[config.mk]
export PLATFORM = sky130hd
export DESIGN_NAME = uart_tx_queue
export DESIGN_NICKNAME = d
export VERILOG_FILES = /design/src/rtl/uart_pkg.sv /design/src/rtl/sync_fifo.sv /design/src/rtl/uart_tx_queue.sv
export SDC_FILE = /design/constraint.sdc
export NUM_CORES = 1
export LEC_CHECK = 0
export ABC_AREA = 1
export BUFFER_PORTS_ARGS = -buffer_cell sky130_fd_sc_hd__buf_2
export CORE_MARGIN = 4
export CORE_UTILIZATION = 54
export DETAILED_ROUTE_END_ITERATION = 8
export HOLD_SLACK_MARGIN = 0.15
export PLACE_DENSITY = 0.77
export REMOVE_ABC_BUFFERS = 1
export SETUP_SLACK_MARGIN = 0.05
export SLEW_MARGIN = 0
export SYNTH_ARGS = -nofsm -noshare
export SYNTH_HDL_FRONTEND = slang
export SYNTH_HIERARCHICAL = 1
export SYNTH_SLANG_ARGS = --single-unit
[constraint.sdc]
create_clock -name clk -period 2.03 [get_ports clk]
set_clock_uncertainty 0.1 [all_clocks]
set_input_delay 0.406 -clock clk [delete_from_list [all_inputs] [get_ports clk]]
set_output_delay 0.406 -clock clk [all_outputs]
set_load 0.005 [all_outputs]
[src/rtl/uart_pkg.sv]
// Shared definitions for the uart transmit path: character width, line start
// level and the transmit-queue handshake states.
package uart_pkg;

  localparam int unsigned UART_DATA_W = 7;

  // Line level of the start bit; the uart serialiser drives this before data.
  localparam logic START_SIG = 1'b0;

  typedef enum logic [1:0] {
    IDLE,
    PULSE,
    WAIT
  } tx_state_t;

endpackage

[src/rtl/sync_fifo.sv]
// Single-clock FIFO with occupancy count and a combinational head-of-queue read port.
module sync_fifo #(
  parameter int unsigned DEPTH  = 8,
  parameter int unsigned DATA_W = 7
) (
  input  logic                   clk,
  input  logic                   rst,
  input  logic                   wr_en,
  input  logic [DATA_W-1:0]      wr_data,
  input  logic                   rd_en,
  output logic [DATA_W-1:0]      rd_data,
  output logic                   full,
  output logic                   empty,
  output logic [$clog2(DEPTH):0] count
);

  localparam int unsigned AW = $clog2(DEPTH);

  logic [DATA_W-1:0] r_mem [DEPTH];
  logic [AW-1:0]     r_wptr;
  logic [AW-1:0]     r_rptr;
  logic [AW:0]       r_count;
  logic              w_push;
  logic              w_pop;

  // A write while full is refused even when a pop frees a slot on the same edge.
  assign w_push  = wr_en && !full;
  assign w_pop   = rd_en && !empty;
  assign full    = (r_count == (AW + 1)'(DEPTH));
  assign empty   = (r_count == '0);
  assign count   = r_count;
  assign rd_data = r_mem[r_rptr];

  always_ff @(posedge clk) begin
    if (w_push) r_mem[r_wptr] <= wr_data;
  end

  always_ff @(posedge clk or posedge rst) begin
    if (rst) begin
      r_wptr  <= '0;
      r_rptr  <= '0;
      r_count <= '0;
    end else begin
      if (w_push) r_wptr <= r_wptr + 1'b1;
      if (w_pop)  r_rptr <= r_rptr + 1'b1;
      case ({w_push, w_pop})
        2'b10:   r_count <= r_count + 1'b1;
        2'b01:   r_count <= r_count - 1'b1;
        default: r_count <= r_count;
      endcase
    end
  end

endmodule

[src/rtl/uart_tx_queue.sv]
// Queued feeder for the uart send/send_data/sent handshake: buffers characters,
// issues one at a time and abandons a character if completion never arrives.
module uart_tx_queue
  import uart_pkg::*;
#(
  parameter int unsigned DATA_W  = UART_DATA_W,
  parameter int unsigned DEPTH   = 8,
  parameter int unsigned TIMEOUT = 4096
) (
  input  logic                   clk,
  input  logic                   rst,
  input  logic                   wr_en,
  input  logic [DATA_W-1:0]      wr_data,
  output logic                   full,
  output logic                   empty,
  output logic [$clog2(DEPTH):0] count,
  output logic                   overflow,
  output logic                   send,
  output logic [DATA_W-1:0]      send_data,
  input  logic                   sent,
  output logic                   busy,
  output logic                   done,
  output logic                   timeout_err
);

  localparam int unsigned TW = $clog2(TIMEOUT);
  localparam logic [TW-1:0] TMR_LAST = TW'(TIMEOUT - 1);

  tx_state_t         r_state;
  tx_state_t         w_next;
  logic [DATA_W-1:0] r_send_data;
  logic [DATA_W-1:0] w_head;
  logic [TW-1:0]     r_tmr;
  logic              r_sent_q;
  logic              r_done;
  logic              r_timeout;
  logic              r_overflow;
  logic              w_rise;
  logic              w_pop;
  logic              w_done_nxt;
  logic              w_to_nxt;
  logic              w_tmr_clr;
  logic              w_tmr_inc;

  sync_fifo #(
    .DEPTH  (DEPTH),
    .DATA_W (DATA_W)
  ) u_fifo (
    .clk     (clk),
    .rst     (rst),
    .wr_en   (wr_en),
    .wr_data (wr_data),
    .rd_en   (w_pop),
    .rd_data (w_head),
    .full    (full),
    .empty   (empty),
    .count   (count)
  );

  // Edge-detect so a level-style sent completes only one character.
  assign w_rise = sent && !r_sent_q;

  always_comb begin
    w_next     = r_state;
    w_pop      = 1'b0;
    w_done_nxt = 1'b0;
    w_to_nxt   = 1'b0;
    w_tmr_clr  = 1'b0;
    w_tmr_inc  = 1'b0;
    unique case (r_state)
      IDLE: begin
        if (!empty) begin
          w_pop  = 1'b1;
          w_next = PULSE;
        end
      end
      PULSE: begin
        w_tmr_clr = 1'b1;
        w_next    = WAIT;
      end
      WAIT: begin
        if (w_rise) begin
          w_done_nxt = 1'b1;
          w_next     = IDLE;
        end else if (r_tmr == TMR_LAST) begin
          w_to_nxt = 1'b1;
          w_next   = IDLE;
        end else begin
          w_tmr_inc = 1'b1;
        end
      end
      default: w_next = IDLE;
    endcase
  end

  always_ff @(posedge clk or posedge rst) begin
    if (rst) begin
      r_state     <= IDLE;
      r_send_data <= '0;
      r_tmr       <= '0;
      r_sent_q    <= 1'b0;
      r_done      <= 1'b0;
      r_timeout   <= 1'b0;
      r_overflow  <= 1'b0;
    end else begin
      r_state   <= w_next;
      r_sent_q  <= sent;
      r_done    <= w_done_nxt;
      r_timeout <= w_to_nxt;
      if (wr_en && full) r_overflow <= 1'b1;
      if (w_pop) r_send_data <= w_head;
      if (w_tmr_clr)      r_tmr <= '0;
      else if (w_tmr_inc) r_tmr <= r_tmr + 1'b1;
    end
  end

  assign send        = (r_state == PULSE);
  assign busy        = (r_state != IDLE);
  assign send_data   = r_send_data;
  assign done        = r_done;
  assign timeout_err = r_timeout;
  assign overflow    = r_overflow;

endmodule

# After elaboration in Yosys (flattened, before gate mapping)
# Memories as Yosys holds them, arrays and structs flattened. A register that Yosys moved wholly into a read port is not among the register bits.
# Cells that the tools add are included.
[op_classes]
mux = 20
bitwise_logic = 0
n_addsub = 5
shift = 0
div = 0
n_mul = 0
n_eq_ne = 8
n_lt_le_gt_ge = 0
reduce_logical = 13
[op_table]
columns = ["operator", "count"]
rows = [
  ["$mux 12", 2],
  ["$mux 1", 13],
  ["$add 12x1->12 const B", 1],
  ["$eq 12x12->1 const B", 1],
  ["$pmux 4 s2", 1],
  ["$add 3x1->3 const B", 2],
  ["$mux 2", 3],
  ["$pmux 2 s3", 1],
  ["$reduce_bool 2->1", 3],
  ["$add 4x1->4 const B", 1],
  ["$eq 2x1->1 const B", 2],
  ["$eq 2x2->1 const B", 2],
  ["$eq 4x4->1 const B", 1],
  ["$logic_and 1x1->1", 4],
  ["$logic_not 4->1", 1],
  ["$sub 4x1->4 const B", 1],
  ["$logic_not 1->1", 3],
  ["$ne 3x3->1 const B", 1],
  ["$logic_not 2->1", 1],
  ["$ne 2x2->1 const B", 1],
  ["$reduce_and 2->1", 1],
]
[word_totals]
ram_bits = 56
in_bits = 11
output_inout_bits = 18
romBits = 0
elab_cells = 56
latch_bits = 0
mem_count = 1
regBits = 28
[mem_list]
columns = ["memory", "words", "width", "read_ports", "rd_ports_with_merged_regs", "wr", "line_no", "source"]
rows = [
  ["u_fifo.r_mem", 8, 7, 1, 1, 1, "sync_fifo.sv:19", "logic [DATA_W-1:0] r_mem [DEPTH];"],
]

# Logic depth before layout (Yosys ltp)
[logic_depth]
ltp_word = 6
ltp_mapped = 14
mapped_depth_nobuf = 14

# Modules after synthesis
# Netlist, hierarchy kept.
[modules_own_cells]
columns = ["module", "seq_area_each_um2", "area_per_inst_um2", "cells_per_inst", "n_inst"]
rows = [
  ["sync_fifo", 1931.9, 3066.7, 324, 1],
  ["uart_tx_queue", 625.6, 1187.4, 145, 1],
]

# Worst setup path before layout
# OpenSTA, ideal clock, no wires.
[synth_path]
kind = "register -> register"
startpoint = "register u_fifo.r_count[0] (netlist: u_fifo/count[0])"
endpoint = "register u_fifo.r_count[3] (netlist: u_fifo/count[3])"
setup_slack_ns = -0.247
stages_incl_launch_ff = 14
n_path_buf = 0
period_less_slack_ns = 2.277
required_time_ns = 1.813
arrival_ns = 2.059
cell_sequence = "dfrtp_1 -> nor2_2 -> nand3_1 -> inv_1 -> nor2_2 -> nand2_1 -> inv_1 -> ha_1 -> ha_1 -> or2_2 -> nand2_1 -> nand2_1 -> nand3_1 -> nand2_1"
[synth_via]
elab_chain_len = 6
word_cells_on_any_way = 14
[synth_lines]
columns = ["element", "line_no", "source"]
rows = [
  ["from (decl)", "sync_fifo.sv:22", "logic [AW:0] r_count;"],
  ["from (signal assigned)", "sync_fifo.sv:47", "2'b10: r_count <= r_count + 1'b1;"],
  ["from (signal assigned)", "sync_fifo.sv:48", "2'b01: r_count <= r_count - 1'b1;"],
  ["from (signal assigned)", "sync_fifo.sv:49", "default: r_count <= r_count;"],
  ["$logic_not 4->1 *", "sync_fifo.sv:30", "assign empty = (r_count == '0);"],
  ["via empty", "uart_tx_queue.sv:15", "output logic empty,"],
  ["$mux 1 *", "uart_tx_queue.sv:72", "if (!empty) begin"],
  ["$mux 1 *", "uart_tx_queue.sv:70", "unique case (r_state)"],
  ["via w_pop", "uart_tx_queue.sv:39", "logic w_pop;"],
  ["$logic_and 1x1->1 *", "sync_fifo.sv:28", "assign w_pop = rd_en && !empty;"],
  ["via u_fifo.w_pop", "sync_fifo.sv:24", "logic w_pop;"],
  ["$eq 2x1->1 / $eq 2x2->1 (equally long branches)", "sync_fifo.sv:46", "case ({w_push, w_pop})"],
  ["$pmux 4 s2 / $reduce_bool 2->1 (equally long branches)", "n/a", ""],
]
# The timed path passes the listed nets; every way through them passes the cells marked *.
# A chain may end at the register's enable or synchronous reset.

# Worst setup path after layout
[layout_path]
startpoint = "register u_fifo.r_count[0] (netlist: u_fifo/count[0])"
endpoint = "register u_fifo.r_count[1] (netlist: u_fifo/count[1])"
[layout_via]
elab_chain_len = 6
word_cells_on_any_way = 14
[layout_lines]
columns = ["element", "line_no"]
rows = [
  ["$logic_not 4->1 *", "sync_fifo.sv:30"],
  ["$mux 1 *", "uart_tx_queue.sv:72"],
  ["$mux 1 *", "uart_tx_queue.sv:70"],
  ["via w_pop", "uart_tx_queue.sv:39"],
  ["$logic_and 1x1->1 *", "sync_fifo.sv:28"],
  ["via u_fifo.w_pop", "sync_fifo.sv:24"],
  ["$eq 2x1->1 / $eq 2x2->1 (equally long branches)", "sync_fifo.sv:46"],
  ["$pmux 4 s2 / $reduce_bool 2->1 (equally long branches)", "n/a"],
]
# Marked as above.

==> impl_metrics.toml <==
[status]
outcome = "complete, but fails checks"
violations = "negative setup slack"

[clock_tree]
clock-root-buffer = "clkbuf_8"
cts_max_level = 3
clkLatencyLatePin_ns = 0.36
clock-sinks = 91
clock_path_buffers = 2
clkSlewWorstSetupHoldPaths_ns = 0.10
cts_made_buffers = 9
cts_tree = "built"

[routing]
drtIter0Drc = 210
wl_per_cell_microns = 13.6
drc = 0
wl_met1_microns = 3760
met3WireLength_microns = 427
first_pass_iters = 4
drtAntennaViolNets = 0
viasPerCell = 4.95
wl_met2_microns = 4240
routed.top_layer = "met4"
via_count = 3166
wl_microns = 8690

[timing]
fin_crit_sh_pct = 101
finalMaxSlewViolations = 0
worstMarginPinSlew_ns = 0.413
rsz0062_at_grt = "yes"
period_needed_ns = 2.05
fmax_mhz = 488
fin_ws_ns = -0.0206
maxSlewHeadroom_pct = 72.4
finalHoldViolCount = 0
final-setup-viol-count = 3

[synth]
synth_cell_types = 26
syn_inst = 469
synth_async_sr_flop_share_pct = 38.5
ys_seq_area_share_pct = 60.1
synth.yosys.warnings = 6
synth_top_area_cell = "edfxtp_1"
synth-seq-cells = 91
syn_area_sq_um = 4250
synth.avg_cell_area_sq_um = 9.07
synth_top_area_share_pct = 39.5
ys_top_cells_by_area = "edfxtp_1 (40%), dfrtp_1 (21%), nand2_1 (14%)"
synth-main-ff-cell = "edfxtp_1"
synth-edff-count = 56

[critical_path]
end_kind = "register"
start_kind = "register"
crit_chain = "nor2_2, nand3_2, inv_2, nor2_4, nand2_4, inv_4, ha_4, buf_6, inv_2, fa_2, o21ai_2"
crit_type = "register to register"
path_delay_family = "adder cells"
slowest_delay_ns = 0.44
cpMostUsedCell = "inv_2"
worst_ep_required_time_ns = 2.22
cp_num_buf_inv = 4
cp_max_fo = 3
cpMaxStageDelayCell = "fa_2"
cp_data_arrival_time_ns = 2.24

[pwr]
sw_frac_of_total_pct = 40.0
p_leak_nw = 2.38
peakVddDrop_v = 0.000742
power_frac_comb_pct = 46.4
cell_internal_pwr_w = 0.00441
p_clk_share_pct = 18.2
seqPwrFrac_pct = 35.4
p_total_w = 0.00735
p_per_area_nw_per_um2 = 1450
power_switching_w = 0.00294

[place]
place.gp.congestion = 0.840
dp_hpwl_microns = 5850
portBuffers = 28

[finish]
syn_to_final_growth_pct = 19.5
register_area_sq_um = 2560
final_cell_mix = "nand2_1 (157), nor2_1 (69), edfxtp_1 (56)"
fillCellCount = 585
antenna_cells = 0
final_nets = 550
final_common_cell = "nand2_1"
multi_input_area_sq_um = 1510
drive_above_1_share_pct = 20.5
post-route-util_pct = 66.1

[run]
cap_viol_max_count = 0

[grt]
grtUsageTotal_pct = 19.2
grt_pass1_vias = 2959
grt_pass1_wl_microns = 14300
grt_overflow = 0
grt_start_max_net_pins = 59
antenna_found_initial = 0

[floorplanning]
core_sq_um = 7690
start_util_pct = 55.3
num_rows = 32
io_pins = 29
die_w_microns = 96.8
die_h_microns = 96.8
die-area_sq_um = 9360

[hold_path]
hp-class = "input port to register"
path summary, 6_finish.rpt:
check                                 from            endpoint  slack (ns)  depth (start not counted)
max                        u_fifo/count[0]     u_fifo/count[1]       -0.02                         11
min                             wr_data[5]  u_fifo/r_mem[6][5]        0.23                          1
max reg2reg                u_fifo/count[0]     u_fifo/count[1]       -0.02                         11
min reg2reg                       r_sent_q                done        0.34                          1
max in group asynchronous              rst            r_sent_q        1.04                          4
min in group asynchronous              rst     u_fifo/count[0]        0.48                          3
repair_timing:
action,4_1_cts,5_1_grt
endpoints found under the setup margin,3,4
buffers inserted,6,4
resized for setup,27,9
pin swaps,12,13
endpoints found under the hold margin,36,0
hold buffers,2,0
cell families (layout without fill, tap and decap cells):
| group | after synthesis | in the layout | synth area share (%) |
|---|---|---|---|
| compound gates | 15 | 15 | 1.94 |
| xor+xnor | 10 | 10 | 2.06 |
| fa+ha+maj | 7 | 7 | 2.24 |
| buf+inv | 68 | 136 | 7.21 |
| flops | 91 | 91 | 60.1 |
| simple gates | 278 | 278 | 26.4 |
routing by layer:
layer  global-route usage (%)  up-vias
li1                         -     1598
met1                     24.9     1460
met2                     31.8       84
met3                     3.89       24
met4                     7.45        0
met5                        0        -
power by group through the flow:
| stage | registers, W | clock network (W) | logic (W) |
|---|---|---|---|
| 6_report | 0.00260 | 0.00134 | 0.00341 |
| 5_1_grt | 0.00265 | 0.00145 | 0.00381 |
| 4_1_cts | 0.00259 | 0.00137 | 0.00317 |
| 3_5_place_dp | 0.00263 | 0 | 0.00282 |
| 3_3_place_gp | 0.00261 | 0 | 0.00267 |
| 2_1_floorplan | 0.00276 | 0 | 0.00158 |
area by class of cell:
cell class / count / share of cell area [%]
clock inverters: 7 / 1.97
well taps: 102 / 2.51
clock buffers: 9 / 2.44
repair buffers: 65 / 8.91
multi-input cells: 310 / 29.8
flip-flops and latches: 91 / 50.3
inverters: 55 / 4.11
registers in the layout, indices dropped and copies added (netlist names), 2 cells and up:
register,count
u_fifo/r_mem,56
r_tmr,12
send_data,7
u_fifo/count,4
u_fifo/r_rptr,3
u_fifo/r_wptr,3
r_state,2
Yosys cell counts (4+ instances only):
cell type and number:
xnor2_1 7, buf_6 4, nand2_1 163, dfrtp_1 35, nor2_1 70, nor2_2 4
nand3_1 22, buf_2 5, inv_1 54, ha_1 6, o21ai_0 4, nor3_1 9
edfxtp_1 56, o21ai_1 6, buf_4 4
per-stage QoR:
step	instance area (sq um)	hold WS, ns	worst slack (ns)	TNS, ns	instances
finish	5080	0.225	-0.0206	-0.0236	639
global route	5080	0.220	-0.105	-0.350	639
CTS	5020	0.204	0.0471	0	636
detailed placement	4640	0.322	-0.225	-0.424	613
global placement	4640	0.318	-0.0195	-0.0195	613
floorplan	4150	0.146	-0.247	-0.525	456
worst register-to-register path: cells and delay by family, from the launching register on:
kind,cells,cell delay [ns]
adders and majority gates,2,0.61
and+or+nand+nor,4,0.41
DFF,1,0.41
buffers and inverters,4,0.32
AOI/OAI and AO/OA,1,0.13
Power figures use the tool's default switching activity.
